$ cat config.mk
export PLATFORM = sky130hd
export DESIGN_NAME = addition_layer_seq_flat
export DESIGN_NICKNAME = d
export VERILOG_FILES = /design/src/rtl/addition_layer_seq_if.sv /design/src/rtl/addition_layer_seq.sv /design/src/flat_wrapper.sv
export SDC_FILE = /design/constraint.sdc
export NUM_CORES = 1
export LEC_CHECK = 0
export CAP_MARGIN = 20
export CORE_AREA = 2 2 253 255
export DETAILED_ROUTE_END_ITERATION = 7
export DIE_AREA = 0 0 255 257
export SLEW_MARGIN = 40
export SYNTH_ARGS = -nofsm -noshare
export SYNTH_HDL_FRONTEND = slang
export SYNTH_SLANG_ARGS = --single-unit
$ cat constraint.sdc
create_clock -name clock -period 1.97 [get_ports clock]
set_clock_uncertainty 0.1 [all_clocks]
set_input_delay 0.394 -clock clock [delete_from_list [all_inputs] [get_ports clock]]
set_output_delay 0.394 -clock clock [all_outputs]
set_load 0.005 [all_outputs]
$ cat src/rtl/addition_layer_seq_if.sv
// addition_layer_seq_if: start/beat/result bundle for the ASCON round-constant addition unit.
// i_bypass exists only when ADDITION_SEQ_BYPASS_EN is defined.
interface addition_layer_seq_if #(
    parameter int NB_WORDS   = 5,
    parameter int WORD_WIDTH = 64,
    parameter int MAX_ROUNDS = 12,
    parameter int RND_W      = $clog2(MAX_ROUNDS + 1)
);
    logic                                i_start;
    logic [RND_W-1:0]                    i_rounds;
    logic                                i_valid;
    logic [NB_WORDS-1:0][WORD_WIDTH-1:0] i_state;
`ifdef ADDITION_SEQ_BYPASS_EN
    logic                                i_bypass;
`endif
    logic [NB_WORDS-1:0][WORD_WIDTH-1:0] o_state;
    logic                                o_valid;
    logic [RND_W-1:0]                    o_round;
    logic                                o_last;
    logic                                o_done;
    logic                                o_busy;
    logic                                o_error;

    modport master (
`ifdef ADDITION_SEQ_BYPASS_EN
        output i_bypass,
`endif
        output i_start, i_rounds, i_valid, i_state,
        input  o_state, o_valid, o_round, o_last, o_done, o_busy, o_error
    );

    modport slave (
`ifdef ADDITION_SEQ_BYPASS_EN
        input  i_bypass,
`endif
        input  i_start, i_rounds, i_valid, i_state,
        output o_state, o_valid, o_round, o_last, o_done, o_busy, o_error
    );
endinterface

$ cat src/rtl/addition_layer_seq.sv
// addition_layer_seq: round counter + registered round-constant addition for the iterative ASCON permutation.
// ADDITION_SEQ_BYPASS_EN adds i_bypass, which registers beats without the constant.
module addition_layer_seq #(
    parameter int NB_WORDS    = 5,
    parameter int WORD_WIDTH  = 64,
    parameter int TARGET_WORD = 2,
    parameter int MAX_ROUNDS  = 12,
    parameter int RND_W       = $clog2(MAX_ROUNDS + 1)
) (
    input logic                 clock,
    input logic                 reset_n,
    addition_layer_seq_if.slave bus
);
    typedef enum logic [1:0] {IDLE, RUN, DONE} fsm_t;

    localparam logic [RND_W-1:0] MAX_R  = RND_W'(MAX_ROUNDS);
    localparam logic [RND_W-1:0] LAST_R = RND_W'(MAX_ROUNDS - 1);

    fsm_t                                fsm, fsm_nx;
    logic [RND_W-1:0]                    round_idx, round_idx_nx, o_round_nx;
    logic [NB_WORDS-1:0][WORD_WIDTH-1:0] o_state_nx, added;
    logic                                o_valid_nx, o_last_nx, o_done_nx, o_error_nx;
    logic                                start_ok;
    logic [7:0]                          rc, rc_key;

    assign rc       = {4'(4'd15 - 4'(round_idx)), 4'(round_idx)};
    assign start_ok = bus.i_rounds != '0 && bus.i_rounds <= MAX_R;
    assign bus.o_busy = fsm != IDLE;

`ifdef ADDITION_SEQ_BYPASS_EN
    logic bypass;
    always_ff @(posedge clock) begin
        if (!reset_n)
            bypass <= 1'b0;
        else if (fsm == IDLE && bus.i_start)
            bypass <= bus.i_bypass;
    end
    assign rc_key = bypass ? 8'h00 : rc;
`else
    assign rc_key = rc;
`endif

    always_comb begin
        added = bus.i_state;
        added[TARGET_WORD] = bus.i_state[TARGET_WORD] ^ WORD_WIDTH'(rc_key);
    end

    // Flags default low every cycle so valid/last/done/error are single-cycle pulses.
    always_comb begin
        fsm_nx       = fsm;
        round_idx_nx = round_idx;
        o_state_nx   = bus.o_state;
        o_round_nx   = bus.o_round;
        o_valid_nx   = 1'b0;
        o_last_nx    = 1'b0;
        o_done_nx    = 1'b0;
        o_error_nx   = 1'b0;
        if (fsm == IDLE && bus.i_start) begin
            if (start_ok) begin
                fsm_nx       = RUN;
                round_idx_nx = MAX_R - bus.i_rounds;
            end else
                o_error_nx = 1'b1;
        end else if (fsm == RUN && bus.i_valid) begin
            o_state_nx = added;
            o_round_nx = round_idx;
            o_valid_nx = 1'b1;
            if (round_idx == LAST_R) begin
                o_last_nx = 1'b1;
                fsm_nx    = DONE;
            end else
                round_idx_nx = round_idx + RND_W'(1);
        end else if (fsm == DONE) begin
            o_done_nx = 1'b1;
            fsm_nx    = IDLE;
        end
    end

    always_ff @(posedge clock) begin
        if (!reset_n) begin
            fsm         <= IDLE;
            round_idx   <= '0;
            bus.o_state <= '0;
            bus.o_round <= '0;
            bus.o_valid <= 1'b0;
            bus.o_last  <= 1'b0;
            bus.o_done  <= 1'b0;
            bus.o_error <= 1'b0;
        end else begin
            fsm         <= fsm_nx;
            round_idx   <= round_idx_nx;
            bus.o_state <= o_state_nx;
            bus.o_round <= o_round_nx;
            bus.o_valid <= o_valid_nx;
            bus.o_last  <= o_last_nx;
            bus.o_done  <= o_done_nx;
            bus.o_error <= o_error_nx;
        end
    end
endmodule

$ cat src/flat_wrapper.sv
// flat-port wrapper written by rule: the top's interface ports become plain ports
module addition_layer_seq_flat 
#(
    parameter int NB_WORDS    = 5,
    parameter int WORD_WIDTH  = 64,
    parameter int TARGET_WORD = 2,
    parameter int MAX_ROUNDS  = 12,
    parameter int RND_W       = $clog2(MAX_ROUNDS + 1)
)
  (clock, reset_n, bus_i_start, bus_i_rounds, bus_i_valid, bus_i_state, bus_o_state, bus_o_valid, bus_o_round, bus_o_last, bus_o_done, bus_o_busy, bus_o_error);
  addition_layer_seq_if #(.NB_WORDS(NB_WORDS), .WORD_WIDTH(WORD_WIDTH), .MAX_ROUNDS(MAX_ROUNDS), .RND_W(RND_W)) bus_i ();
  input logic clock;
  input logic reset_n;
  input wire logic [$bits(bus_i.i_start)-1:0] bus_i_start;
  input wire logic [$bits(bus_i.i_rounds)-1:0] bus_i_rounds;
  input wire logic [$bits(bus_i.i_valid)-1:0] bus_i_valid;
  input wire logic [$bits(bus_i.i_state)-1:0] bus_i_state;
  output wire logic [$bits(bus_i.o_state)-1:0] bus_o_state;
  output wire logic [$bits(bus_i.o_valid)-1:0] bus_o_valid;
  output wire logic [$bits(bus_i.o_round)-1:0] bus_o_round;
  output wire logic [$bits(bus_i.o_last)-1:0] bus_o_last;
  output wire logic [$bits(bus_i.o_done)-1:0] bus_o_done;
  output wire logic [$bits(bus_i.o_busy)-1:0] bus_o_busy;
  output wire logic [$bits(bus_i.o_error)-1:0] bus_o_error;
  assign bus_i.i_start = bus_i_start;
  assign bus_i.i_rounds = bus_i_rounds;
  assign bus_i.i_valid = bus_i_valid;
  assign bus_i.i_state = bus_i_state;
  assign bus_o_state = bus_i.o_state;
  assign bus_o_valid = bus_i.o_valid;
  assign bus_o_round = bus_i.o_round;
  assign bus_o_last = bus_i.o_last;
  assign bus_o_done = bus_i.o_done;
  assign bus_o_busy = bus_i.o_busy;
  assign bus_o_error = bus_i.o_error;
  addition_layer_seq #(.NB_WORDS(NB_WORDS), .WORD_WIDTH(WORD_WIDTH), .TARGET_WORD(TARGET_WORD), .MAX_ROUNDS(MAX_ROUNDS), .RND_W(RND_W)) u_core (.clock(clock), .reset_n(reset_n), .bus(bus_i));
endmodule
==> results of run 1 <==
==> synthesized netlist by cell type <==
library cell / n
nor2_1: 18
and3b_1: 2
nor3_1: 3
or3b_4: 1
nor4b_1: 1
nand3b_1: 2
xor2_1: 6
a211oi_1: 4
o32a_4: 1
a21oi_2: 1
clkbuf_1: 71
nand2_1: 637
inv_1: 2
mux2i_1: 1
nand3_1: 1
buf_2: 38
nor3b_1: 3
inv_2: 1
o32ai_2: 1
o21ai_0: 4
dfxtp_1: 334
xnor2_1: 5
o221a_1: 1
ha_1: 2
or2_2: 1
buf_6: 1
a31oi_1: 1
a21oi_1: 325
mux2_2: 1
==> worst min-delay path: cells and delay by family <==
family | cells | cell delay (ps)
buffers and inverters | 1 | 400
AND/OR/NAND/NOR | 1 | 50
AO/OA/AOI/OAI | 1 | 50
==> path summary, 6_finish.rpt <==
path	start	cells after the start	slack (ps)	to
worst max-delay path	u_core.bus.o_state[75]	1	60	bus_o_state[75]
worst min-delay path	bus_i_state[249]	3	300	u_core.bus.o_state[249]
worst max register to register	u_core.fsm[0]	5	190	u_core.round_idx[1]
worst min register to register	u_core.bus.o_state[81]	2	350	u_core.bus.o_state[81]
==> report_power, final <==
part           internal, mW  switching [mW]
combinational          1.36           0.913
clock                  4.73            2.90
sequential             7.04           0.146
==> stage by stage <==
stage	cells	setup slack, ps	power, mW	hold WS [ps]
finish	3013	59.5	17.1	303
global placement	2941	-426	9.60	341
CTS	3011	-76.5	17.4	251
floorplan	1469	272	8.02	353
global route	3011	0.962	17.8	282
detailed placement	2941	-435	9.63	345
==> repair_timing <==
| action | 4_1_cts | 5_1_grt |
|---|---|---|
| setup endpoints to repair | 22 | 13 |
| gates resized for setup | 24 | 14 |
| endpoints found under the hold margin | 0 | 0 |
| buffers inserted | 0 | 0 |
==> cells by family after synthesis <==
family | count (synthesis)
AO/OA/AOI/OAI | 338
AND/OR/NAND/NOR | 669
multiplexers | 2
adder cells (fa/ha/maj) | 2
flip-flops | 334
XOR/XNOR | 11
buffers and inverters | 113
==> sequential cells by signal, summed over array words and instances, names as in the netlist <==
name	flops
u_core.bus.o_state	320
u_core.bus.o_error	1
u_core.bus.o_round	4
u_core.bus.o_valid	1
u_core.fsm	2
u_core.round_idx	4
u_core.bus.o_last	1
u_core.bus.o_done	1
==> area by class of cell <==
type | instances | area share, %
Timing Repair Buffer | 736 | 35.2
Sequential cell | 334 | 31.9
Multi-Input combinational cell | 1022 | 21.2
Clock buffer | 58 | 5.72
Tap cell | 846 | 5.05
Clock inverter | 12 | 0.799
Inverter | 3 | 0.0895
Antenna cell | 2 | 0.0239
==> per-layer routing <==
layer  track usage [%]  vias up
met5                 0        -
met4              4.27        4
met3              5.21       79
met2              23.7      470
met1              14.0     5657
li1                  -     6063
==> flow_summary.ini, run 1 <==
[clock_tree]
clock_latency_ps = 540
cts_hold_buf = 0
cts_buffers = 39
clk_pin_slew_ps = 60
htree_levels = 2
cts_tree = done
clock-sinks = 334
clockBufferDepth = 3
clk_root_buffer_cell = clkbuf_16

[worst_setup_path]
start_kind = register
cp_slowest_cell = clkdlybuf4s50_1
crit_chain = clkdlybuf4s50_1
cp.buffers_inverters = 1
path_class = register to primary output
required_ps = 1480
crit_fanout = 2
crit_family = buffers and inverters
cp_slowest_stage_delay_ps = 530
cp-end-kind = primary output
arrival_ps = 1420

[routing]
drt-met1-wl_microns = 17500
wl_microns = 45900
wl_per_cell_microns = 15.2
dr_wl_met3_microns = 4600
dr_total_vias = 12300
vias_per_cell = 4.07
dr.max_layer_used = met5
ant_nets = 0
drtPass1Iterations = 7
drt_iter0_drc = 738
wl_met2_microns = 22500
post-route-drc-count = 0

[yosys]
synth.distinct_cells = 29
synthSimpleGateAreaFrac_pct = 22.0
ys_warn_count = 0
avgSynthCellArea_sq_um = 7.90
synth_compound_area_share_pct = 15.0
ys_ff_latch = 334
synth-seq-area-share_pct = 57.6
yosysTopAreaCell = dfxtp_1
synth_area_leaders = dfxtp_1 (58%), nand2_1 (21%), a21oi_1 (14%), clkbuf_1 (2.3%), buf_2 (1.6%)
synth_xor_area_share_pct = 0.830
syn_area_sq_um = 11600
syn_inst = 1469
synthAdderAreaFrac_pct = 0.216
syn-num-nets = 1799
synth_top_family_by_area = simple AND/OR/NAND/NOR gates
synth_top_area_share_pct = 57.6
synthMuxAreaShare_pct = 0.183

[floorplanning]
io_pins = 657
row_count = 92
start_util_pct = 18.5
core-area_sq_um = 62700
die-area_sq_um = 65500
die_x_microns = 255
die_y_microns = 257

[cells_and_area]
final_common_cell = nand2_1
design_area_sq_um = 21000
seqCellArea_sq_um = 6690
area_growth_pct = 80.7
final.fill_count = 6478
post_route_cells_drive_above_1_share_pct = 7.11
multi_input_area_sq_um = 4450
utilization_pct = 33.4
most-common-layout-cells = nand2_1 (637), clkdlybuf4s50_1 (623), dfxtp_1 (333)
fin_nets = 2466

[grt]
first_global_vias = 12200
grt_pass1_wl_microns = 68400
grt-ovfl-total = 0
grtUsageTotal_pct = 13.2
antenna_found_initial = 5
grt_start_max_net_pins = 58

[sta]
setup_violations = 0
layout_min_cycle_time_ps = 1910
period_share_pct = 97.0
maxSlewHeadroom_pct = 77.0
finalMaxSlewViolations = 0
fmax_mhz = 523
setup-tns-final_ps = 0
tightest_slew_ps = 345
hold_viol_final = 0
rsz0062_at_grt = false

[power]
p_leak_nw = 7.61
vdd_ir_drop_max_uv = 711
p_per_area_nw_per_um2 = 814

[place]
place_congestion = 0.822
dp_hpwl_microns = 35300
placed_area_sq_um = 19600
port_buffers = 656

[run]
cap_violations = 0

[status]
status = finished clean

[hold_path]
hold_class = input pin to register
Note: power is estimated with default switching activity, not from simulation.
==> inputs of run 2 (changes only) <==
CELL_PAD_IN_SITES_DETAIL_PLACEMENT = 0   (was default)
CELL_PAD_IN_SITES_GLOBAL_PLACEMENT = 1   (was default)
CORE_AREA = 2 2 256 258   (was 2 2 253 255)
DIE_AREA = 0 0 258 260   (was 0 0 255 257)
PLACE_DENSITY_LB_ADDON = 0.1   (was default)
==> run 2 against run 1 <==
Against the previous run: fmax fell by 0.49%; first-iteration DRC count fell by 27%; final cell count did not move; non-clock buffer count fell by 16; hold slack got worse by 24 ps; die area rose by 2.4%; critical path type unchanged.
==> flow_summary.ini, run 2 (same netlist as run 1, synthesis figures left out) <==
[sta]
period_share_pct = 97.5
setup_ws_ps = 50.2
fmax_mhz = 521
maxSlewHeadroom_pct = 74.6
layout_min_cycle_time_ps = 1920
tightest_slew_ps = 380
hold_viol_final = 0
rsz0062_at_grt = false
finalMaxSlewViolations = 0
setup_violations = 0

[place]
place_ws_ps = -196
place_congestion = 0.786
placed_area_sq_um = 19700
dp_hpwl_microns = 40900
port_buffers = 656

[clock_tree]
cts_resized = 122
htree_levels = 2
clockBufferDepth = 3
cts_tree = done
cts_setup_buffers = 0
clock-sinks = 334
clock_latency_ps = 550
cts_hold_buf = 0
cts_buffers = 44
clk_pin_slew_ps = 60
clk_root_buffer_cell = clkbuf_16

[power]
p_sw_mw = 4.18
intPower_mw = 13.0
p_sw_share_pct = 24.3
vdd_ir_drop_max_uv = 500
clockPowerShare_pct = 45.1
p_leak_nw = 8.50
p_per_area_nw_per_um2 = 819
combPwrFrac_pct = 13.2
pwr-share-seq_pct = 41.7

[hold_path]
hold_class = input pin to register

[routing]
wl_per_cell_microns = 18.2
vias_per_cell = 3.98
wl_microns = 54800
drtPass1Iterations = 4
post-route-drc-count = 0
ant_nets = 0
dr_total_vias = 12000
drt_iter0_drc = 538

[grt]
first_global_vias = 11900
grt_pass1_wl_microns = 79400
met1_usage_pct = 16.9
antenna_found_initial = 11
grt_use_met3_pct = 6.24
met2_usage_pct = 28.1
grt_start_max_net_pins = 70
grt-ovfl-total = 0
grtUsageTotal_pct = 15.6
grt.busiest_layer = met2

[worst_setup_path]
cp_slowest_cell = clkdlybuf4s50_1
rrSetupSlack_ps = 290
rr_worst_depth = 4
cp_slowest_stage_delay_ps = 550
cp-end-kind = primary output
arrival_ps = 1430
start_kind = register
cp.buffers_inverters = 1
crit_chain = clkdlybuf4s50_1
endpoint = bus_o_state[73]
worstSetupPathDepth = 1
path_class = register to primary output
startpoint = u_core.bus.o_state[73]
crit_family = buffers and inverters
rr_endpoint = u_core.round_idx[3]
crit_fanout = 2
regToRegStartpoint = u_core.fsm[1]
required_ps = 1480

[cells_and_area]
final.fill_count = 6771
design_area_sq_um = 21000
seqCellArea_sq_um = 6700
largest_reg_flops = 320
area_growth_pct = 80.8
most-common-layout-cells = nand2_1 (637), clkdlybuf4s50_1 (502), dfxtp_1 (331)
post_route_cells_drive_above_1_share_pct = 6.31
top_register = u_core.bus.o_state
fin_nets = 2455
multi_input_area_sq_um = 4450
top_regs = u_core.bus.o_state: 320 flops, u_core.bus.o_round: 4 flops, u_core.round_idx: 4 flops
final_common_cell = nand2_1

[status]
status = finished clean

[floorplanning]
io_pins = 657
start_util_pct = 18.1
core-area_sq_um = 64100
die_x_microns = 258
die-area_sq_um = 67100
die_y_microns = 260
row_count = 93

[run]
cap_violations = 0
-- run 2: changes by cell type in the layout (fill, tap and decap cells not counted), moves of 5 or more --
cell             change
clkbuf_1             +9
buf_4               -29
buf_12              +13
clkbuf_8             -5
dlymetal6s2s_1      +28
clkdlybuf4s50_1    -121
dlygate4sd2_1       +93
-- run 2: routing by layer --
metal  routed length [microns]  part of all wire [%]
met5                       103                  0.19
met4                      1130                   2.1
met3                      4800                   8.8
met2                     27800                    51
met1                     20900                    38
-- run 2: per-stage QoR --
step / power [mW] / hold slack (ps) / util, % / cells / TNS (ps)
3_3_place_gp: 9.70 / 341 / 30.7 / 2934 / -925
4_1_cts: 17.6 / 237 / 32.6 / 3009 / 0
5_1_grt: 18.1 / 262 / 32.7 / 3011 / 0
2_1_floorplan: 8.02 / 353 / - / 1469 / 0
3_5_place_dp: 9.71 / 345 / 30.7 / 2934 / -1060
6_report: 17.2 / 279 / 32.7 / 3013 / 0
-- run 2: layout make-up --
type	count	share of cell area [%]
Antenna cell	4	0.0477
Tap cell	855	5.10
Clock buffer	66	6.03
Timing Repair Buffer	720	35.2
Sequential cell	334	31.9
Multi-Input combinational cell	1022	21.2
Clock inverter	9	0.453
Inverter	3	0.0894
-- run 2: worst min-delay path by stage --
stage / from / endpoint / slack, ps / depth (start not counted)
global route: bus_i_state[245] / u_core.bus.o_state[245] / 260 / 3
floorplan: u_core.bus.o_round[0] / u_core.bus.o_round[0] / 350 / 2
finish: bus_i_state[2] / u_core.bus.o_state[2] / 280 / 3
CTS: bus_i_state[245] / u_core.bus.o_state[245] / 240 / 3
global placement: u_core.bus.o_state[207] / u_core.bus.o_state[207] / 340 / 2
detailed placement: u_core.bus.o_state[253] / u_core.bus.o_state[253] / 350 / 2
-- run 2: power groups by stage --
stage | Clock [mW] | Sequential (mW) | Combinational [mW]
finish | 7.75 | 7.18 | 2.27
global route | 8.37 | 7.21 | 2.47
CTS | 8.12 | 7.18 | 2.32
detailed placement | 0 | 7.33 | 2.38
global placement | 0 | 7.32 | 2.38
floorplan | 0 | 7.34 | 0.675
